### config.mk
export PLATFORM = sky130hd
export DESIGN_NAME = alu_result_buffer
export DESIGN_NICKNAME = d
export VERILOG_FILES = /design/src/rtl/alu_result_buffer_pkg.sv /design/src/rtl/alu_result_fifo_mem.sv /design/src/rtl/alu_result_buffer.sv
export SDC_FILE = /design/constraint.sdc
export NUM_CORES = 1
export LEC_CHECK = 0
export BUFFER_PORTS_ARGS = -buffer_cell sky130_fd_sc_hd__buf_4
export CORE_ASPECT_RATIO = 1.1
export CORE_MARGIN = 8
export CORE_UTILIZATION = 25
export DETAILED_ROUTE_END_ITERATION = 8
export GPL_TIMING_DRIVEN = 0
export HOLD_SLACK_MARGIN = 0.02
export SLEW_MARGIN = 20
export SYNTH_ARGS = -nofsm -noshare
export SYNTH_HDL_FRONTEND = slang
export SYNTH_SLANG_ARGS = --single-unit
### constraint.sdc
create_clock -name clk -period 3.9 [get_ports clk]
set_input_delay 0.195 -clock clk [delete_from_list [all_inputs] [get_ports clk]]
set_output_delay 0.195 -clock clk [all_outputs]
set_load 0.02 [all_outputs]
### src/rtl/alu_result_buffer_pkg.sv
// alu_result_buffer_pkg
//   Shared definitions for the ALU result buffer: flag bit positions inside
//   the 3-bit flag field, and the packed entry layout {rd, flags, result}
//   stored in each FIFO slot.
package alu_result_buffer_pkg;

  localparam int FLAG_ZERO = 0;
  localparam int FLAG_COUT = 1;
  localparam int FLAG_OVF  = 2;
  localparam int FLAG_W    = 3;

  // Width of one stored entry: {rd, flags, result}, result in the low bits.
  function automatic int entry_w(input int data_w, input int addr_w);
    return addr_w + FLAG_W + data_w;
  endfunction

  // Assemble the flag field so every user agrees on bit positions.
  function automatic logic [FLAG_W-1:0] pack_flags(input logic zero,
                                                   input logic cout,
                                                   input logic ovf);
    logic [FLAG_W-1:0] f;
    f            = '0;
    f[FLAG_ZERO] = zero;
    f[FLAG_COUT] = cout;
    f[FLAG_OVF]  = ovf;
    return f;
  endfunction

endpackage

### src/rtl/alu_result_fifo_mem.sv
// alu_result_fifo_mem
//   DEPTH x WIDTH storage for the result buffer. One synchronous write port
//   and one asynchronous read port (first-word-fall-through at the top).
//   The array has no reset: occupancy lives in the top level and gates
//   every output, so stale contents are never observable.
// Ports:
//   clk    in   clock
//   we     in   write enable
//   waddr  in   write slot
//   wdata  in   write data {rd, flags, result}
//   raddr  in   read slot
//   rdata  out  contents of raddr (combinational)
module alu_result_fifo_mem #(
  parameter int DEPTH = 2,
  parameter int WIDTH = 40,
  parameter int AW    = 1
) (
  input  logic             clk,
  input  logic             we,
  input  logic [AW-1:0]    waddr,
  input  logic [WIDTH-1:0] wdata,
  input  logic [AW-1:0]    raddr,
  output logic [WIDTH-1:0] rdata
);

  logic [WIDTH-1:0] mem [DEPTH];

  always_ff @(posedge clk) begin
    if (we) mem[waddr] <= wdata;
  end

  assign rdata = mem[raddr];

endmodule

### src/rtl/alu_result_buffer.sv
// alu_result_buffer
//   In-order FIFO between the 32-bit ALU and register-file writeback.
//   Captures result, {overflow, cout, zero} flags and destination index,
//   and presents the head entry over a valid/ready handshake. Also keeps a
//   saturating count of accepted overflowing results.
// Ports:
//   clk, rst_n       clock, synchronous active-low reset
//   flush            discard all buffered entries (priority over push/pop)
//   in_valid/ready   ALU side handshake; in_ready = not full
//   in_result, in_zero, in_cout, in_overflow, in_rd   ALU entry fields
//   out_valid/ready  writeback side handshake; out_valid = not empty
//   out_result, out_flags, out_rd   head entry (zero when empty)
//   out_we           register write enable (suppressed for r0)
//   count            current occupancy
//   ovf_count        saturating overflow event counter (reset-only clear)
module alu_result_buffer
  import alu_result_buffer_pkg::*;
#(
  parameter int DEPTH  = 2,
  parameter int DATA_W = 32,
  parameter int ADDR_W = 5,
  parameter int CNT_W  = 16
) (
  input  logic                     clk,
  input  logic                     rst_n,
  input  logic                     flush,
  input  logic                     in_valid,
  output logic                     in_ready,
  input  logic [DATA_W-1:0]        in_result,
  input  logic                     in_zero,
  input  logic                     in_cout,
  input  logic                     in_overflow,
  input  logic [ADDR_W-1:0]        in_rd,
  output logic                     out_valid,
  input  logic                     out_ready,
  output logic [DATA_W-1:0]        out_result,
  output logic [FLAG_W-1:0]        out_flags,
  output logic [ADDR_W-1:0]        out_rd,
  output logic                     out_we,
  output logic [$clog2(DEPTH):0]   count,
  output logic [CNT_W-1:0]         ovf_count
);

  localparam int PTR_W   = $clog2(DEPTH);
  localparam int ENTRY_W = entry_w(DATA_W, ADDR_W);
  localparam logic [PTR_W:0]   FULL    = (PTR_W+1)'(DEPTH);
  localparam logic [CNT_W-1:0] OVF_MAX = '1;

  logic [PTR_W-1:0]   head, tail;
  logic [PTR_W:0]     cnt;
  logic [CNT_W-1:0]   ovf_cnt;
  logic               push, pop;
  logic [ENTRY_W-1:0] wr_entry, head_entry;

  // Handshakes depend only on registered occupancy: no push-through when
  // full and no bypass when empty.
  assign in_ready  = (cnt != FULL);
  assign out_valid = (cnt != '0);
  assign push      = in_valid && in_ready;
  assign pop       = out_valid && out_ready;

  assign wr_entry = {in_rd, pack_flags(in_zero, in_cout, in_overflow), in_result};

  alu_result_fifo_mem #(
    .DEPTH (DEPTH),
    .WIDTH (ENTRY_W),
    .AW    (PTR_W)
  ) u_mem (
    .clk   (clk),
    .we    (push && rst_n && !flush),
    .waddr (tail),
    .wdata (wr_entry),
    .raddr (head),
    .rdata (head_entry)
  );

  // Pointers wrap naturally since DEPTH is a power of two.
  always_ff @(posedge clk) begin
    if (!rst_n) begin
      head <= '0;
      tail <= '0;
      cnt  <= '0;
    end else if (flush) begin
      head <= '0;
      tail <= '0;
      cnt  <= '0;
    end else begin
      if (push) tail <= tail + PTR_W'(1);
      if (pop)  head <= head + PTR_W'(1);
      case ({push, pop})
        2'b10:   cnt <= cnt + (PTR_W+1)'(1);
        2'b01:   cnt <= cnt - (PTR_W+1)'(1);
        default: cnt <= cnt;
      endcase
    end
  end

  // A push discarded by flush never counts as an overflow event.
  always_ff @(posedge clk) begin
    if (!rst_n) begin
      ovf_cnt <= '0;
    end else if (!flush && push && in_overflow && (ovf_cnt != OVF_MAX)) begin
      ovf_cnt <= ovf_cnt + CNT_W'(1);
    end
  end

  // Head fields are forced to zero when empty so stale memory never leaks.
  always_comb begin
    out_result = '0;
    out_flags  = '0;
    out_rd     = '0;
    if (out_valid) begin
      out_result = head_entry[DATA_W-1:0];
      out_flags  = head_entry[DATA_W +: FLAG_W];
      out_rd     = head_entry[DATA_W+FLAG_W +: ADDR_W];
    end
  end

  // r0 is hardwired; the entry still drains, it just does not write.
  assign out_we    = out_valid && (out_rd != '0);
  assign count     = cnt;
  assign ovf_count = ovf_cnt;

endmodule

==> impl_results.html, run 1 <==
<table>
<tr><th>Metric</th><th>Value</th></tr>
<tr><th colspan="2">Run status</th></tr>
<tr><td>Run status</td><td>complete, no violations</td></tr>
<tr><th colspan="2">Power and ir drop</th></tr>
<tr><td>Combinational fraction of design power</td><td>0.103</td></tr>
<tr><td>Power share of the clock group</td><td>0.361</td></tr>
<tr><td>Switching power share of the total</td><td>0.2261</td></tr>
<tr><td>Final Total Pwr</td><td>2.220 mW</td></tr>
<tr><td>Switching power total</td><td>0.5020 mW</td></tr>
<tr><td>Leakage power summed over all cells</td><td>2.079 nW</td></tr>
<tr><td>Cell-internal power</td><td>1.718 mW</td></tr>
<tr><td>Sequential share of power</td><td>0.535</td></tr>
<tr><td>Largest voltage drop on the vdd net</td><td>0.0001882 V</td></tr>
<tr><td>Power per Cell Area</td><td>384.9 nW/um^2</td></tr>
<tr><th colspan="2">Placement</th></tr>
<tr><td>Number of buffers added on ports</td><td>105</td></tr>
<tr><td>Half-perimeter wire length after detailed placement</td><td>7563 microns</td></tr>
<tr><td>Cell count after placement</td><td>621</td></tr>
<tr><td>Global placement routability congestion</td><td>0.8515</td></tr>
<tr><th colspan="2">Critical path</th></tr>
<tr><td>Crit path launch type</td><td>flip-flop</td></tr>
<tr><td>CP Data Required Time</td><td>3.70 ns</td></tr>
<tr><td>Worst Setup End Kind</td><td>primary output</td></tr>
<tr><td>Reg2Reg Depth</td><td>6</td></tr>
<tr><td>Critical path class</td><td>reg -&gt; out</td></tr>
<tr><td>Arrival time reported for the critical path endpoint</td><td>2.26 ns</td></tr>
<tr><td>Top fanout value on the critical path</td><td>10</td></tr>
<tr><th colspan="2">Synth</th></tr>
<tr><td>Post-synthesis cell count</td><td>303</td></tr>
<tr><td>Number of distinct library cells after synthesis</td><td>33</td></tr>
<tr><td>Yosys reg bits</td><td>101</td></tr>
<tr><td>Synth Flop Type</td><td>sky130_fd_sc_hd__edfxtp_1</td></tr>
<tr><td>Post-Syn Area</td><td>4118 sq um</td></tr>
<tr><td>Number of enable flip-flop cells after synthesis</td><td>80</td></tr>
<tr><td>Ys Warns</td><td>0</td></tr>
<tr><td>Synthesized net count</td><td>350</td></tr>
<tr><td>Mean post-synth cell area</td><td>13.59 sq um</td></tr>
<tr><td>Sequential share of the synthesized area</td><td>0.6855</td></tr>
<tr><td>Share of flip-flops with an asynchronous set or reset after synthesis</td><td>0</td></tr>
<tr><th colspan="2">Global route</th></tr>
<tr><td>Antenna violations before repair</td><td>0</td></tr>
<tr><td>Largest net degree at the start of global routing</td><td>17</td></tr>
<tr><td>Via count of the first global-routing pass</td><td>3174</td></tr>
<tr><td>Global router's overall resource usage</td><td>0.09706</td></tr>
<tr><td>Global-route wire length before repair</td><td>15960 microns</td></tr>
<tr><td>Global route overflow</td><td>0</td></tr>
<tr><th colspan="2">STA</th></tr>
<tr><td>Final max-slew violation count</td><td>0</td></tr>
<tr><td>RSZ-0062 raised after global routing</td><td>no</td></tr>
<tr><td>Final-report setup violation count</td><td>0</td></tr>
<tr><td>Final worst-path cycle share</td><td>0.6284</td></tr>
<tr><td>Final number of hold-violating endpoints</td><td>0</td></tr>
<tr><td>Least-Margin Pin Slew</td><td>0.6163 ns</td></tr>
<tr><td>Fmax</td><td>408.1 MHz</td></tr>
<tr><td>Minimum clock period</td><td>2.451 ns</td></tr>
<tr><td>Final worst hold slack</td><td>0.03989 ns</td></tr>
<tr><td>Max_slew headroom</td><td>0.5869</td></tr>
<tr><td>Clock skew</td><td>0.007468 ns</td></tr>
<tr><td>Setup total negative slack</td><td>0 ns</td></tr>
<tr><th colspan="2">Flow run</th></tr>
<tr><td>Number of violations of the max-capacitance limit</td><td>0</td></tr>
<tr><th colspan="2">Drt</th></tr>
<tr><td>Vias</td><td>2943</td></tr>
<tr><td>Final Routed Wirelength</td><td>10050 microns</td></tr>
<tr><td>Residual DRC count</td><td>0</td></tr>
<tr><td>Per-cell via count in the routed design</td><td>4.439</td></tr>
<tr><td>Antenna Violating Nets Remaining</td><td>0</td></tr>
<tr><td>Routed wirelength normalized by instance count</td><td>15.16 microns</td></tr>
<tr><td>Violation count after the first detailed-route iteration</td><td>96</td></tr>
<tr><td>Number of iterations in the first detailed-routing pass</td><td>4</td></tr>
<tr><th colspan="2">Die</th></tr>
<tr><td>IO Pins</td><td>106</td></tr>
<tr><td>CORE AREA</td><td>16250 sq um</td></tr>
<tr><td>Std-Cell Rows</td><td>49</td></tr>
<tr><td>Starting density of the core</td><td>0.2534</td></tr>
<tr><td>DIE WIDTH</td><td>138.4 microns</td></tr>
<tr><td>Die Span Y</td><td>150.6 microns</td></tr>
<tr><td>Die Footprint</td><td>20840 sq um</td></tr>
<tr><th colspan="2">CTS</th></tr>
<tr><td>Maximum number of buffers from clock root to sink</td><td>2</td></tr>
<tr><td>CTS clk-pin slew, worst paths</td><td>0.07 ns</td></tr>
<tr><td>Clock network latency to the later pin of the worst-skew pair</td><td>0.35 ns</td></tr>
<tr><td>Num Clock Sinks</td><td>101</td></tr>
<tr><td>Number of CTS-inserted buffers</td><td>9</td></tr>
<tr><td>Clock tree root driver cell</td><td>sky130_fd_sc_hd__clkbuf_16</td></tr>
<tr><td>Total number of H-tree levels</td><td>3</td></tr>
<tr><td>TritonCTS clock tree</td><td>built</td></tr>
<tr><td>Buffer count from post-CTS setup fixing</td><td>0</td></tr>
<tr><th colspan="2">Worst hold path</th></tr>
<tr><td>Number of cells on the worst hold path</td><td>1</td></tr>
<tr><td>Hold WC Path Type</td><td>in -&gt; reg</td></tr>
<tr><th colspan="2">Final layout</th></tr>
<tr><td>Post-Route Utilization</td><td>0.3551</td></tr>
<tr><td>Number of antenna cells inserted</td><td>0</td></tr>
<tr><td>Count of non-filler cells in the finished layout</td><td>663</td></tr>
<tr><td>Layout filler cell count</td><td>1623</td></tr>
<tr><td>Final nets</td><td>501</td></tr>
<tr><td>Synthesis-to-layout area growth</td><td>40.11%</td></tr>
<tr><td>FF+latch area</td><td>2823 sq um</td></tr>
<tr><td>Fraction of final layout cells with drive strength greater than 1</td><td>0.3007</td></tr>
<tr><td>Total area of multi-input combinational cells</td><td>1215 sq um</td></tr>
</table>
## per-layer routing
metal,track usage,up-vias,wire length [microns]
met5,0,-,0
met2,0.1642,83,4942
met3,0.03880,14,732
li1,-,1431,-
met4,0.04568,0,188
met1,0.1052,1415,4185
## layout make-up
| class | count | area share |
|---|---|---|
| Sequential cell | 101 | 0.4893 |
| Tap cell | 204 | 0.04424 |
| Inverter | 4 | 0.002602 |
| Multi-Input combinational cell | 184 | 0.2106 |
| Timing Repair Buffer | 140 | 0.1948 |
| Clock buffer | 11 | 0.04034 |
| Clock inverter | 5 | 0.005205 |
| Buffer | 14 | 0.01301 |
## registers in the layout, indices dropped and copies added (netlist names), named ones only
signal,cells
count,2
head,1
tail,1
u_mem.mem,80
ovf_count,16
## kinds of logic after synthesis
kind of cell	after synthesis	synth area share
AO/OA/AOI/OAI	21	0.03069
flip-flops	101	0.6855
multiplexers	46	0.1118
AND/OR/NAND/NOR	111	0.1355
buffers and inverters	18	0.02188
XOR/XNOR	4	0.008510
adder cells (fa/ha/maj)	2	0.006076
## power groups by stage
stage               logic (mW)  registers [mW]  clock network, mW
global placement         0.204            1.21                  0
global route             0.249            1.19              0.875
finish                   0.229            1.19              0.803
CTS                      0.231            1.19              0.835
floorplan               0.0980            1.21                  0
detailed placement       0.212            1.21                  0
## what timing repair did
item / in CTS / in global routing
resized for setup: 0 / 0
hold endpoints to repair: 41 / 8
hold buffers: 22 / 4
## synth_stat cells, types with 4 or more instances
library cell               number  area [sq um]
sky130_fd_sc_hd__a21oi_1       10         50.05
sky130_fd_sc_hd__buf_2          6         30.03
sky130_fd_sc_hd__dfxtp_1       21         420.4
sky130_fd_sc_hd__edfxtp_1      80          2402
sky130_fd_sc_hd__mux2i_1       46         460.4
sky130_fd_sc_hd__nand2_1       16         60.06
sky130_fd_sc_hd__nand2b_1       8         50.05
sky130_fd_sc_hd__nand4_1        6         37.54
sky130_fd_sc_hd__nor2_1        47         176.4
sky130_fd_sc_hd__nor3_1         4         20.02
sky130_fd_sc_hd__nor4_1         7         43.79
sky130_fd_sc_hd__o31ai_1        7         52.55
sky130_fd_sc_hd__or4_1          7         52.55
## critical path, stage by stage (launching register included)
cell,delay [ns]
sky130_fd_sc_hd__dfxtp_1,0.36
sky130_fd_sc_hd__nor2_1,0.30
sky130_fd_sc_hd__clkbuf_1,0.47
sky130_fd_sc_hd__buf_1,0.48
sky130_fd_sc_hd__nor2_1,0.11
sky130_fd_sc_hd__buf_4,0.18
## through the flow
step	setup slack, ns	cell area, sq um
global route	1.167	5769
CTS	1.345	5729
global placement	-2.179	5161
floorplan	-0.3813	4118
finish	1.449	5769
detailed placement	1.580	5246
## cells in the final DEF (no fill, tap or decap), drive strengths merged
cell type	synthesis	routed
clkinvlp	0	2
nand3	2	2
nand4b	1	1
a21oi	10	10
nand2b	8	8
buf	11	125
dlygate4sd3	0	26
and3	2	2
nor4	7	7
ha	2	2
and4b	1	1
inv	3	3
mux2i	46	46
clkinv	1	4
edfxtp	80	80
a41oi	1	1
nor2	47	47
o31ai	7	7
nor3b	1	1
clkbuf	3	14
nand4	6	6
and2	3	3
nand2	16	16
xor2	1	1
or4	7	7
nand3b	1	1
nor3	4	4
o21ai	3	3
xnor2	3	3
and4	2	2
and4bb	1	1
or3	2	2
dfxtp	21	21
## final timing paths
kind | from | endpoint | slack, ns
worst max-delay path | count[0]$_SDFFE_PP0P_ | out_result[30] | 1.45
worst min-delay path | in_cout | u_mem.mem[1][33]$_DFFE_PP_ | 0.04
worst max register to register | count[0]$_SDFFE_PP0P_ | u_mem.mem[1][7]$_DFFE_PP_ | 1.64
worst min register to register | ovf_count[11]$_SDFFE_PN0P_ | ovf_count[11]$_SDFFE_PN0P_ | 0.51
(Power assumes the default switching activity.)
==> run 2, diff against run 1 <==
clock period = 2.2 ns   (was 3.9 ns; I/O delays follow)
==> run 2 against run 1 <==
Net effect: register-to-register slack worse by 1.4 ns; sequential cell count stayed put; combinational power is 92% higher; worst setup slack worse by 1.3 ns; clock power is 120% higher; critical path depth is 1 higher; utilization is 1.7 points higher; sequential power is 77% higher; global-route usage hardly changed.
==> impl_results.html, run 2 (same netlist as run 1, synthesis figures left out) <==
<table>
<tr><th>Metric</th><th>Value</th></tr>
<tr><th colspan="2">Run status</th></tr>
<tr><td>Run status</td><td>complete, no violations</td></tr>
<tr><th colspan="2">CTS</th></tr>
<tr><td>Clock tree root driver cell</td><td>sky130_fd_sc_hd__clkbuf_16</td></tr>
<tr><td>Num Clock Sinks</td><td>101</td></tr>
<tr><td>Maximum number of buffers from clock root to sink</td><td>2</td></tr>
<tr><td>TritonCTS clock tree</td><td>built</td></tr>
<tr><td>Total number of H-tree levels</td><td>3</td></tr>
<tr><td>Clock network latency to the later pin of the worst-skew pair</td><td>0.34 ns</td></tr>
<tr><td>Buffer count from post-CTS setup fixing</td><td>0</td></tr>
<tr><td>CTS clk-pin slew, worst paths</td><td>0.07 ns</td></tr>
<tr><td>Number of CTS-inserted buffers</td><td>9</td></tr>
<tr><th colspan="2">Final layout</th></tr>
<tr><td>Final nets</td><td>512</td></tr>
<tr><td>Number of antenna cells inserted</td><td>0</td></tr>
<tr><td>Commonest cells after routing, fill and taps aside</td><td>sky130_fd_sc_hd__buf_4, sky130_fd_sc_hd__edfxtp_1, sky130_fd_sc_hd__nor2_1, sky130_fd_sc_hd__mux2i_1, sky130_fd_sc_hd__dlygate4sd3_1</td></tr>
<tr><td>Total area of multi-input combinational cells</td><td>1244 sq um</td></tr>
<tr><td>FF+latch area</td><td>2826 sq um</td></tr>
<tr><td>Register bank with the most flops</td><td>u_mem.mem</td></tr>
<tr><td>Synthesis-to-layout area growth</td><td>46.89%</td></tr>
<tr><td>Layout filler cell count</td><td>1571</td></tr>
<tr><td>Number of flip-flops in the largest register</td><td>80</td></tr>
<tr><td>Most common cell after layout, fill and taps aside</td><td>sky130_fd_sc_hd__buf_4</td></tr>
<tr><td>Fraction of final layout cells with drive strength greater than 1</td><td>0.3043</td></tr>
<tr><th colspan="2">Die</th></tr>
<tr><td>IO Pins</td><td>106</td></tr>
<tr><td>Std-Cell Rows</td><td>49</td></tr>
<tr><td>CORE AREA</td><td>16250 sq um</td></tr>
<tr><td>DIE WIDTH</td><td>138.4 microns</td></tr>
<tr><td>Die Footprint</td><td>20840 sq um</td></tr>
<tr><td>Die Span Y</td><td>150.6 microns</td></tr>
<tr><td>Starting density of the core</td><td>0.2534</td></tr>
<tr><th colspan="2">Critical path</th></tr>
<tr><td>CP Buf/Inv Count</td><td>4</td></tr>
<tr><td>Arrival time reported for the critical path endpoint</td><td>1.91 ns</td></tr>
<tr><td>R2R Path End</td><td>ovf_count[9]$_SDFFE_PN0P_</td></tr>
<tr><td>Most repeated library cell on the critical path</td><td>sky130_fd_sc_hd__buf_4</td></tr>
<tr><td>Startpoint of the lowest-slack register-to-register path</td><td>ovf_count[0]$_SDFFE_PN0P_</td></tr>
<tr><td>CP Data Required Time</td><td>2.09 ns</td></tr>
<tr><td>Critical path class</td><td>reg -&gt; out</td></tr>
<tr><td>Top fanout value on the critical path</td><td>10</td></tr>
<tr><td>Reg2Reg Depth</td><td>6</td></tr>
<tr><td>Worst path cell trace</td><td>clkbuf_1 &gt; buf_4 &gt; clkbuf_4 &gt; mux2i_1 &gt; nor2_1 &gt; buf_4</td></tr>
<tr><td>Critical Path Slowest Stage Cell</td><td>sky130_fd_sc_hd__dfxtp_1</td></tr>
<tr><td>Cell class contributing the biggest share of worst-path delay</td><td>buffers and inverters</td></tr>
<tr><td>Crit path launch type</td><td>flip-flop</td></tr>
<tr><td>Reg-to-reg slack, setup</td><td>0.22 ns</td></tr>
<tr><td>Peak per-stage delay on the critical path</td><td>0.31 ns</td></tr>
<tr><td>Worst Setup End Kind</td><td>primary output</td></tr>
<tr><th colspan="2">STA</th></tr>
<tr><td>Max_slew headroom</td><td>0.6777</td></tr>
<tr><td>Fmax</td><td>495.4 MHz</td></tr>
<tr><td>Clock skew</td><td>0.005806 ns</td></tr>
<tr><td>Least-Margin Pin Slew</td><td>0.4791 ns</td></tr>
<tr><td>Final worst hold slack</td><td>0.07047 ns</td></tr>
<tr><td>Final worst-path cycle share</td><td>0.9176</td></tr>
<tr><td>RSZ-0062 raised after global routing</td><td>no</td></tr>
<tr><td>Final-report setup violation count</td><td>0</td></tr>
<tr><td>Final number of hold-violating endpoints</td><td>0</td></tr>
<tr><td>Minimum clock period</td><td>2.019 ns</td></tr>
<tr><td>Final max-slew violation count</td><td>0</td></tr>
<tr><th colspan="2">Global route</th></tr>
<tr><td>Global route overflow</td><td>0</td></tr>
<tr><td>Largest net degree at the start of global routing</td><td>17</td></tr>
<tr><td>Global router's overall resource usage</td><td>0.09715</td></tr>
<tr><td>Antenna violations before repair</td><td>0</td></tr>
<tr><td>Via count of the first global-routing pass</td><td>3188</td></tr>
<tr><td>Global-route wire length before repair</td><td>16240 microns</td></tr>
<tr><th colspan="2">Power and ir drop</th></tr>
<tr><td>Power per Cell Area</td><td>713.9 nW/um^2</td></tr>
<tr><td>Largest voltage drop on the vdd net</td><td>0.0004102 V</td></tr>
<tr><td>Final Total Pwr</td><td>4.318 mW</td></tr>
<tr><td>Leakage power summed over all cells</td><td>2.180 nW</td></tr>
<tr><th colspan="2">Worst hold path</th></tr>
<tr><td>Number of cells on the worst hold path</td><td>3</td></tr>
<tr><td>Hold WC Path Type</td><td>in -&gt; reg</td></tr>
<tr><td>Hold worst-path end</td><td>ovf_count[15]$_SDFFE_PN0P_</td></tr>
<tr><td>Worst min-delay path startpoint</td><td>rst_n</td></tr>
<tr><th colspan="2">Drt</th></tr>
<tr><td>Vias</td><td>2995</td></tr>
<tr><td>Final Routed Wirelength</td><td>10170 microns</td></tr>
<tr><td>Violation count after the first detailed-route iteration</td><td>129</td></tr>
<tr><td>Residual DRC count</td><td>0</td></tr>
<tr><td>Antenna Violating Nets Remaining</td><td>0</td></tr>
<tr><td>Per-cell via count in the routed design</td><td>4.444</td></tr>
<tr><td>Number of iterations in the first detailed-routing pass</td><td>4</td></tr>
<tr><td>Routed wirelength normalized by instance count</td><td>15.09 microns</td></tr>
<tr><th colspan="2">Placement</th></tr>
<tr><td>Number of buffers added on ports</td><td>105</td></tr>
<tr><td>Global placement routability congestion</td><td>0.8365</td></tr>
<tr><td>Half-perimeter wire length after detailed placement</td><td>7424 microns</td></tr>
<tr><th colspan="2">Flow run</th></tr>
<tr><td>Number of violations of the max-capacitance limit</td><td>0</td></tr>
</table>
==> run 2: cell types whose count changed in the layout (fill, tap and decap cells not counted), moves of 3 or more <==
cell	change
sky130_fd_sc_hd__clkbuf_4	+3
sky130_fd_sc_hd__dlygate4sd3_1	+14
sky130_fd_sc_hd__bufinv_16	+3
sky130_fd_sc_hd__clkinv_2	-3
sky130_fd_sc_hd__buf_8	+6
sky130_fd_sc_hd__clkbuf_1	-3
sky130_fd_sc_hd__buf_1	-3
sky130_fd_sc_hd__buf_4	-6
==> run 2: area by class of cell <==
type | count | share of cell area
clock inverters | 7 | 0.01882
multi-input cells | 184 | 0.2056
repair buffers | 151 | 0.2114
clock buffers | 9 | 0.03724
inverters | 4 | 0.002482
plain buffers | 14 | 0.01489
well taps | 204 | 0.04220
flip-flops and latches | 101 | 0.4673
==> run 2: power by group <==
group	leakage, nW	total [mW]	switching, mW	internal, mW
clock network	0.161	1.77	0.667	1.11
logic	1.12	0.439	0.226	0.213
registers	0.897	2.11	0.0116	2.09
==> run 2: worst max-delay path by stage <==
stage                                     start  cells past startpoint                    endpoint  slack [ns]
after floorplan           count[0]$_SDFFE_PP0P_                      3   u_mem.mem[0][0]$_DFFE_PP_        0.04
after global placement    count[0]$_SDFFE_PP0P_                      3  u_mem.mem[0][27]$_DFFE_PP_       -0.51
after detailed placement  count[1]$_SDFFE_PP0P_                      5              out_result[24]        0.09
after CTS                 count[1]$_SDFFE_PP0P_                      5              out_result[20]        0.01
after global routing      count[1]$_SDFFE_PP0P_                      6                      out_we       0.008
final                                 flip-flop                      6              out_result[16]        0.18
==> run 2: per-stage QoR <==
step             util  instances  area (sq um)  setup WS (ns)  setup TNS (ns)
5_1_grt        0.3723        674          6048       0.007897               0
3_5_place_dp   0.3255        618          5288        0.09184               0
4_1_cts        0.3714        674          6033        0.01259               0
6_report       0.3723        674          6048         0.1813               0
2_1_floorplan       -        303          4154        0.04143               0
3_3_place_gp   0.3199        612          5197        -0.5116          -40.13
==> run 2: worst min-delay path, delay by kind of cell <==
kind / cells / cell delay (ns)
buf+inv: 1 / 0.13
mux: 1 / 0.06
simple gates: 1 / 0.06
==> run 2: repair_timing <==
item                       4_1_cts  5_1_grt
gates resized for setup          4        6
hold buffers                    40        0
hold endpoints to repair        80        0
pin swaps                        0        0
setup endpoints to repair       31       24
==> run 2: layer usage <==
layer	part of all wire	global-route usage
met1	0.41	0.1049
met2	0.50	0.1683
met3	0.072	0.03407
met4	0.017	0.04622
met5	0	0
